File: src/rtl/cmsdk_ahb_region_decoder.sv
// cmsdk_ahb_region_decoder: AHB-Lite base/mask region decoder with boot remap,
// registered data-phase response mux, two-cycle ERROR default slave and first-error capture.
module cmsdk_ahb_region_decoder #(
  parameter int NUM_REGIONS = 8,
  parameter logic [32*NUM_REGIONS-1:0] REGION_BASE = {8{32'h0}},
  parameter logic [32*NUM_REGIONS-1:0] REGION_MASK = {8{32'hFFFF_0000}},
  parameter int BOOT_REGION = 0,
  parameter int REMAP_EN = 0
) (
  input  logic                     hclk,
  input  logic                     hreset,
  input  logic [31:0]              haddr,
  input  logic [1:0]               htrans,
  input  logic                     hready,
  input  logic                     remap_ctrl,
  output logic [NUM_REGIONS-1:0]   hsel,
  input  logic [NUM_REGIONS-1:0]   hreadyout_s,
  input  logic [NUM_REGIONS-1:0]   hresp_s,
  input  logic [32*NUM_REGIONS-1:0] hrdata_s,
  output logic                     hreadyout,
  output logic                     hresp,
  output logic [31:0]              hrdata,
  output logic                     err_valid,
  output logic [31:0]              err_addr,
  input  logic                     err_clr
);
  typedef enum logic [1:0] {IDLE, ERR1, ERR2} state_t;
  state_t state_q, state_d;
  logic [NUM_REGIONS-1:0] hit, dsel_q, dsel_d;
  logic remap, start_err, cap;
  logic err_valid_q, err_valid_d;
  logic [31:0] err_addr_q, err_addr_d;
  logic mux_rdy, mux_resp;
  logic [31:0] mux_data;
  logic unused_htrans;
  assign unused_htrans = htrans[0];
  always_comb begin
    hit = '0;
    for (int i = 0; i < NUM_REGIONS; i++)
      hit[i] = (haddr & REGION_MASK[32*i +: 32]) == (REGION_BASE[32*i +: 32] & REGION_MASK[32*i +: 32]);
  end
  // hit & -hit isolates the lowest-index hit, keeping hsel one-hot on overlap
  assign remap = (REMAP_EN != 0) && remap_ctrl && (haddr[31:16] == 16'h0000);
  assign hsel = remap ? NUM_REGIONS'(1) << BOOT_REGION : hit & (~hit + NUM_REGIONS'(1));
  assign start_err = hready && !(|hsel) && htrans[1];
  assign cap = start_err && (state_q != ERR1) && !err_valid_q;
  always_ff @(posedge hclk) begin
    if (hreset) begin
      state_q <= IDLE;
      dsel_q <= '0;
      err_valid_q <= 1'b0;
      err_addr_q <= '0;
    end else begin
      state_q <= state_d;
      dsel_q <= dsel_d;
      err_valid_q <= err_valid_d;
      err_addr_q <= err_addr_d;
    end
  end
  always_comb begin
    state_d = state_q == ERR1 ? ERR2 : start_err ? ERR1 : IDLE;
    dsel_d = hready ? hsel : dsel_q;
    err_valid_d = cap | (err_valid_q & ~err_clr);
    err_addr_d = cap ? haddr : err_clr ? 32'h0 : err_addr_q;
  end
  // an all-zero dsel is the NONE select, answered by the default slave
  always_comb begin
    mux_rdy = 1'b1;
    mux_resp = 1'b0;
    mux_data = '0;
    for (int i = 0; i < NUM_REGIONS; i++)
      if (dsel_q[i]) begin
        mux_rdy = hreadyout_s[i];
        mux_resp = hresp_s[i];
        mux_data = hrdata_s[32*i +: 32];
      end
    hreadyout = |dsel_q ? mux_rdy : state_q != ERR1;
    hresp = |dsel_q ? mux_resp : state_q != IDLE;
    hrdata = mux_data;
  end
  assign err_valid = err_valid_q;
  assign err_addr = err_addr_q;
endmodule
File: config.mk
export PLATFORM = sky130hd
export DESIGN_NAME = cmsdk_ahb_region_decoder
export DESIGN_NICKNAME = d
export VERILOG_FILES = /design/src/rtl/cmsdk_ahb_region_decoder.sv
export SDC_FILE = /design/constraint.sdc
export NUM_CORES = 1
export LEC_CHECK = 0
export CELL_PAD_IN_SITES_DETAIL_PLACEMENT = 1
export CELL_PAD_IN_SITES_GLOBAL_PLACEMENT = 1
export CORE_AREA = 2 2 148 150
export CTS_BUF_LIST = sky130_fd_sc_hd__clkbuf_4 sky130_fd_sc_hd__clkbuf_8
export DETAILED_ROUTE_END_ITERATION = 12
export DIE_AREA = 0 0 150 152
export PLACE_DENSITY = 0.71
export SLEW_MARGIN = 20
export SYNTH_ARGS = -nofsm -noshare
export SYNTH_HDL_FRONTEND = slang
export SYNTH_SLANG_ARGS = --single-unit
File: constraint.sdc
create_clock -name hclk -period 2.1 [get_ports hclk]
set_input_delay 0.525 -clock hclk [delete_from_list [all_inputs] [get_ports hclk]]
set_output_delay 0.525 -clock hclk [all_outputs]
set_load 0.02 [all_outputs]
Word level (Yosys, flattened, before mapping)
Cells that the tools add are included.

Bits in registers: 43. Output and inout bits: 75. Bits of input ports: 311. Logic and storage cells: 55.

Eq/ne operators: 2. $add $sub $neg: 1. Bitwise gates (word level): 5. Multiplexer cells: 30. Reduce and logical (&&, ||, !) cells: 12.

Operator list (number): $mux 32 (10); $logic_not 32->1 (1); $mux 1 (19); $reduce_or 8->1 (2); $add 8x1->8 const B (1); $and 8x8->8 (1); $not 8->8 (1); $logic_and 1x1->1 (4); $reduce_bool 2->1 (2); $eq 2x1->1 const B (1); $logic_not 1->1 (2); $mux 2 (1); $ne 2x1->1 const B (1); $reduce_or 2->1 (1); $and 1x1->1 (1); $not 1->1 (1); $or 1x1->1 (1).

Logic depth before layout (Yosys ltp)
Depth after elaboration: 11. Gate-level depth with buffers: 6.

Worst setup path after synthesis
Ideal clock, no wire load.

Kind: in2out. Start: in haddr[17]. End: out hsel[0]. Buffers on the path: 1. Setup slack: 0.246 ns. Required time: 1.575 ns. Data arrival time: 1.329 ns. Stages on the path: 4. Path through: nor4_1 nand4_2 clkinv_2 buf_6.

Word-level cells in the longest chain between the ends: 4.

Ends and longest elaborated chain: start, declared (RTL line 12) `input logic [31:0] haddr,`; $logic_not 32->1 * (RTL line 40) `hit[i] = (haddr & REGION_MASK[32*i +: 32]) == (REGION_BASE[32*i +: 32] & REGION_MASK[32*i +: 32]);`; $not 8->8 (RTL line 44) `assign hsel = remap ? NUM_REGIONS'(1) << BOOT_REGION : hit & (~hit + NUM_REGIONS'(1));`; $add 8x1->8 (RTL line 44); $and 8x8->8 * (RTL line 44); end, declared (RTL line 16) `output logic [NUM_REGIONS-1:0] hsel,`.

Every way passes the cells marked *; elsewhere a longest branch is shown, timed or not.

Worst setup path after layout
Start: in hrdata_s[24]. End: out hrdata[24].

Word-level cells in the longest chain between the ends: 8.

Ends and longest elaborated chain: start, declared (RTL line 19) `input logic [32*NUM_REGIONS-1:0] hrdata_s,`; $mux 32 (8 in series) (RTL line 72) `if (dsel_q[i]) begin`; end, declared (RTL line 22) `output logic [31:0] hrdata,`.

Every way passes these cells.

==> impl_metrics.json <==
{
  "path_max_fanout": 1,
  "fin_cells": 668,
  "worst_clock_skew_ns": 0.0160,
  "finalCritPeriodShare": 0.978,
  "clock_sinks": 36,
  "reg2reg_from": "state_q[1]$_SDFF_PP0_",
  "power_w": 0.00175,
  "r2r_setup_slack_ns": 0.69,
  "yosys_warnings": 0,
  "syn_avg_cell_area_um2": 7.74,
  "root_buffer": "clkbuf_8",
  "die_h_um": 152,
  "fin_ws_ns": 0.0457,
  "cp_slowest_cell": "clkdlybuf4s50_1",
  "max-cap-violations": 0,
  "num_rows": 54,
  "vias": 2269,
  "drt-initial-drc-count": 55,
  "clkLatencyLatePin_ns": 0.31,
  "outcome": "finished clean",
  "htree_levels": 2,
  "hold_buffers": 0,
  "period_minus_slack_ns": 2.05,
  "wire_per_inst_um": 14.9,
  "core-area_um2": 21400,
  "crit_family": "buffers and inverters",
  "cts_tree": "yes",
  "startpoint": "hrdata_s[24]",
  "min_path_cells": 3,
  "nets": 696,
  "critPathKind": "input port to output pin",
  "worstPathRequired_ns": 1.57,
  "drcViolationCount": 0,
  "synthCells": 249,
  "layout_common_cells": "clkdlybuf4s50_1, dfxtp_1, nand3_1, nor2b_1, a21oi_1",
  "finalHoldViolations": 0,
  "rsz0062_at_grt": "false",
  "viasPerCell": 3.40,
  "die_w_um": 150,
  "io_pins": 386,
  "dp_hpwl_um": 7550,
  "crit_path_max_incr_delay_ns": 0.52,
  "gp_congestion": 0.740,
  "grt_max_degree": 34,
  "pre_cts_slack_ns": -0.323,
  "crit_chain": "clkdlybuf4s50_1 > and2_1 > dlygate4sd2_1",
  "cp-end-kind": "output pin",
  "synth.ff_latch_count": 36,
  "seq_area_frac_synth": 0.374,
  "hp-class": "input port to register",
  "layout_commonest_cell": "clkdlybuf4s50_1",
  "cts_buffers": 5,
  "cp-start-kind": "input port",
  "syn_area_um2": 1930,
  "setup_viol": 0,
  "drv_slew": 0,
  "ant_nets": 0,
  "peakVddDrop_mv": 0.200,
  "die_area_um2": 22800,
  "clock_path_buffers": 2,
  "grt_pass1_vias": 2375,
  "fmax_mhz": 487,
  "grt_overflow": 0,
  "min_from": "haddr[17]",
  "grt_pass1_wl_um": 14600,
  "grt_antenna_before_repair": 3,
  "cp.depth": 3,
  "p_leak_nw": 1.58,
  "crit_buf_inv": 2,
  "setup_tns_ns": 0,
  "drive_above_1_share": 0.106,
  "reg2reg_depth": 5,
  "wl_um": 9960,
  "drt_pass1_iterations": 4,
  "area_growth_pct": 98.7,
  "placed_cells": 656,
  "hold_slack_ns": 0.525,
  "clk_pin_slew_ns": 0.08,
  "grt_use_total": 0.0858,
  "start_util": 0.0902,
  "synth_cell_types": 24,
  "p_per_area_nw_per_um2": 456,
  "cp_data_arrival_time_ns": 1.53,
  "io_buffers": 138
}
[worst register-to-register path: stages, from the launching register on]
cell and delay, ns:
dfxtp_1 0.33, nand2b_1 0.19, and4b_1 0.29, buf_4 0.23, nand3_1 0.13, a21oi_1 0.15
[area by class of cell]
cell class / count / area (µm²)
fillers: 2543 / 17500
flip-flops and latches: 36 / 722
diodes: 2 / 5.00
well taps: 280 / 350
clock inverters: 3 / 46.3
clock buffers: 5 / 68.8
inverters: 1 / 6.26
multi-input cells: 187 / 1100
repair buffers: 154 / 1530
[Yosys cell counts]
cell type  number  area share
buf_4           7       0.027
nand3_1        33       0.086
nor4_2          3       0.019
nor3_1          1      0.0026
nand2_1         1      0.0019
conb_1          1      0.0019
nand2b_1        1      0.0032
mux2_2          1      0.0058
nor2b_1        33        0.11
nor2_1          4      0.0078
o21ai_1        30       0.078
and2_1         32        0.10
buf_6           3       0.018
dfxtp_1        36        0.37
nand4b_1        1      0.0045
nand4_2         1      0.0065
nor4_1          1      0.0032
clkinv_2        1      0.0026
and4b_1         1      0.0052
buf_2           3      0.0078
a21oi_1        33       0.086
clkbuf_1       18       0.035
mux2i_1         1      0.0052
o21ai_0         3      0.0078
[report_power, final]
group          switching, W  internal, W  total [W]  leakage [nW]
clock network      0.000307     0.000358   0.000665        0.0548
logic              0.000167     0.000196   0.000364          1.23
registers         0.0000121     0.000706   0.000718         0.293
[flip-flops by register name, summed over array words and instances, names as in the netlist]
register / count
dsel_q: 1
err_addr: 32
err_valid: 1
state_q: 2
[layer usage]
layer,GRT usage,share of wire
met5,0,0.00080
met4,0.0256,0.015
met3,0.0309,0.094
met2,0.128,0.42
met1,0.115,0.47
[final timing paths]
path / to
worst max-delay path: hrdata[24]
worst max register to register: err_addr[10]$_SDFFE_PP0P_
worst min-delay path: err_addr[17]$_SDFFE_PP0P_
worst min register to register: dsel_q[0]$_SDFFE_PP0P_
[kinds of logic after synthesis]
group / after synthesis / share of synthesized area
and+or+nand+nor: 112 / 0.351
muxes: 2 / 0.0110
buffers and inverters: 32 / 0.0903
other: 1 / 0.00195
AOI/OAI and AO/OA: 66 / 0.171
DFF: 36 / 0.374
[per-stage QoR]
step / utilization / cell area, µm²
final: 0.179 / 3830
after CTS: 0.176 / 3750
after global routing: 0.179 / 3830
after global placement: 0.170 / 3640
after floorplan: - / 1950
after detailed placement: 0.170 / 3640
[what timing repair did]
action / in CTS / in global routing
gates cloned: 0 / 0
hold endpoints to repair: 0 / 0
endpoints found under the setup margin: 29 / 16
setup buffers: 1 / 1
resized for setup: 33 / 20
pin swaps: 3 / 5
(Power assumes the default switching activity.)
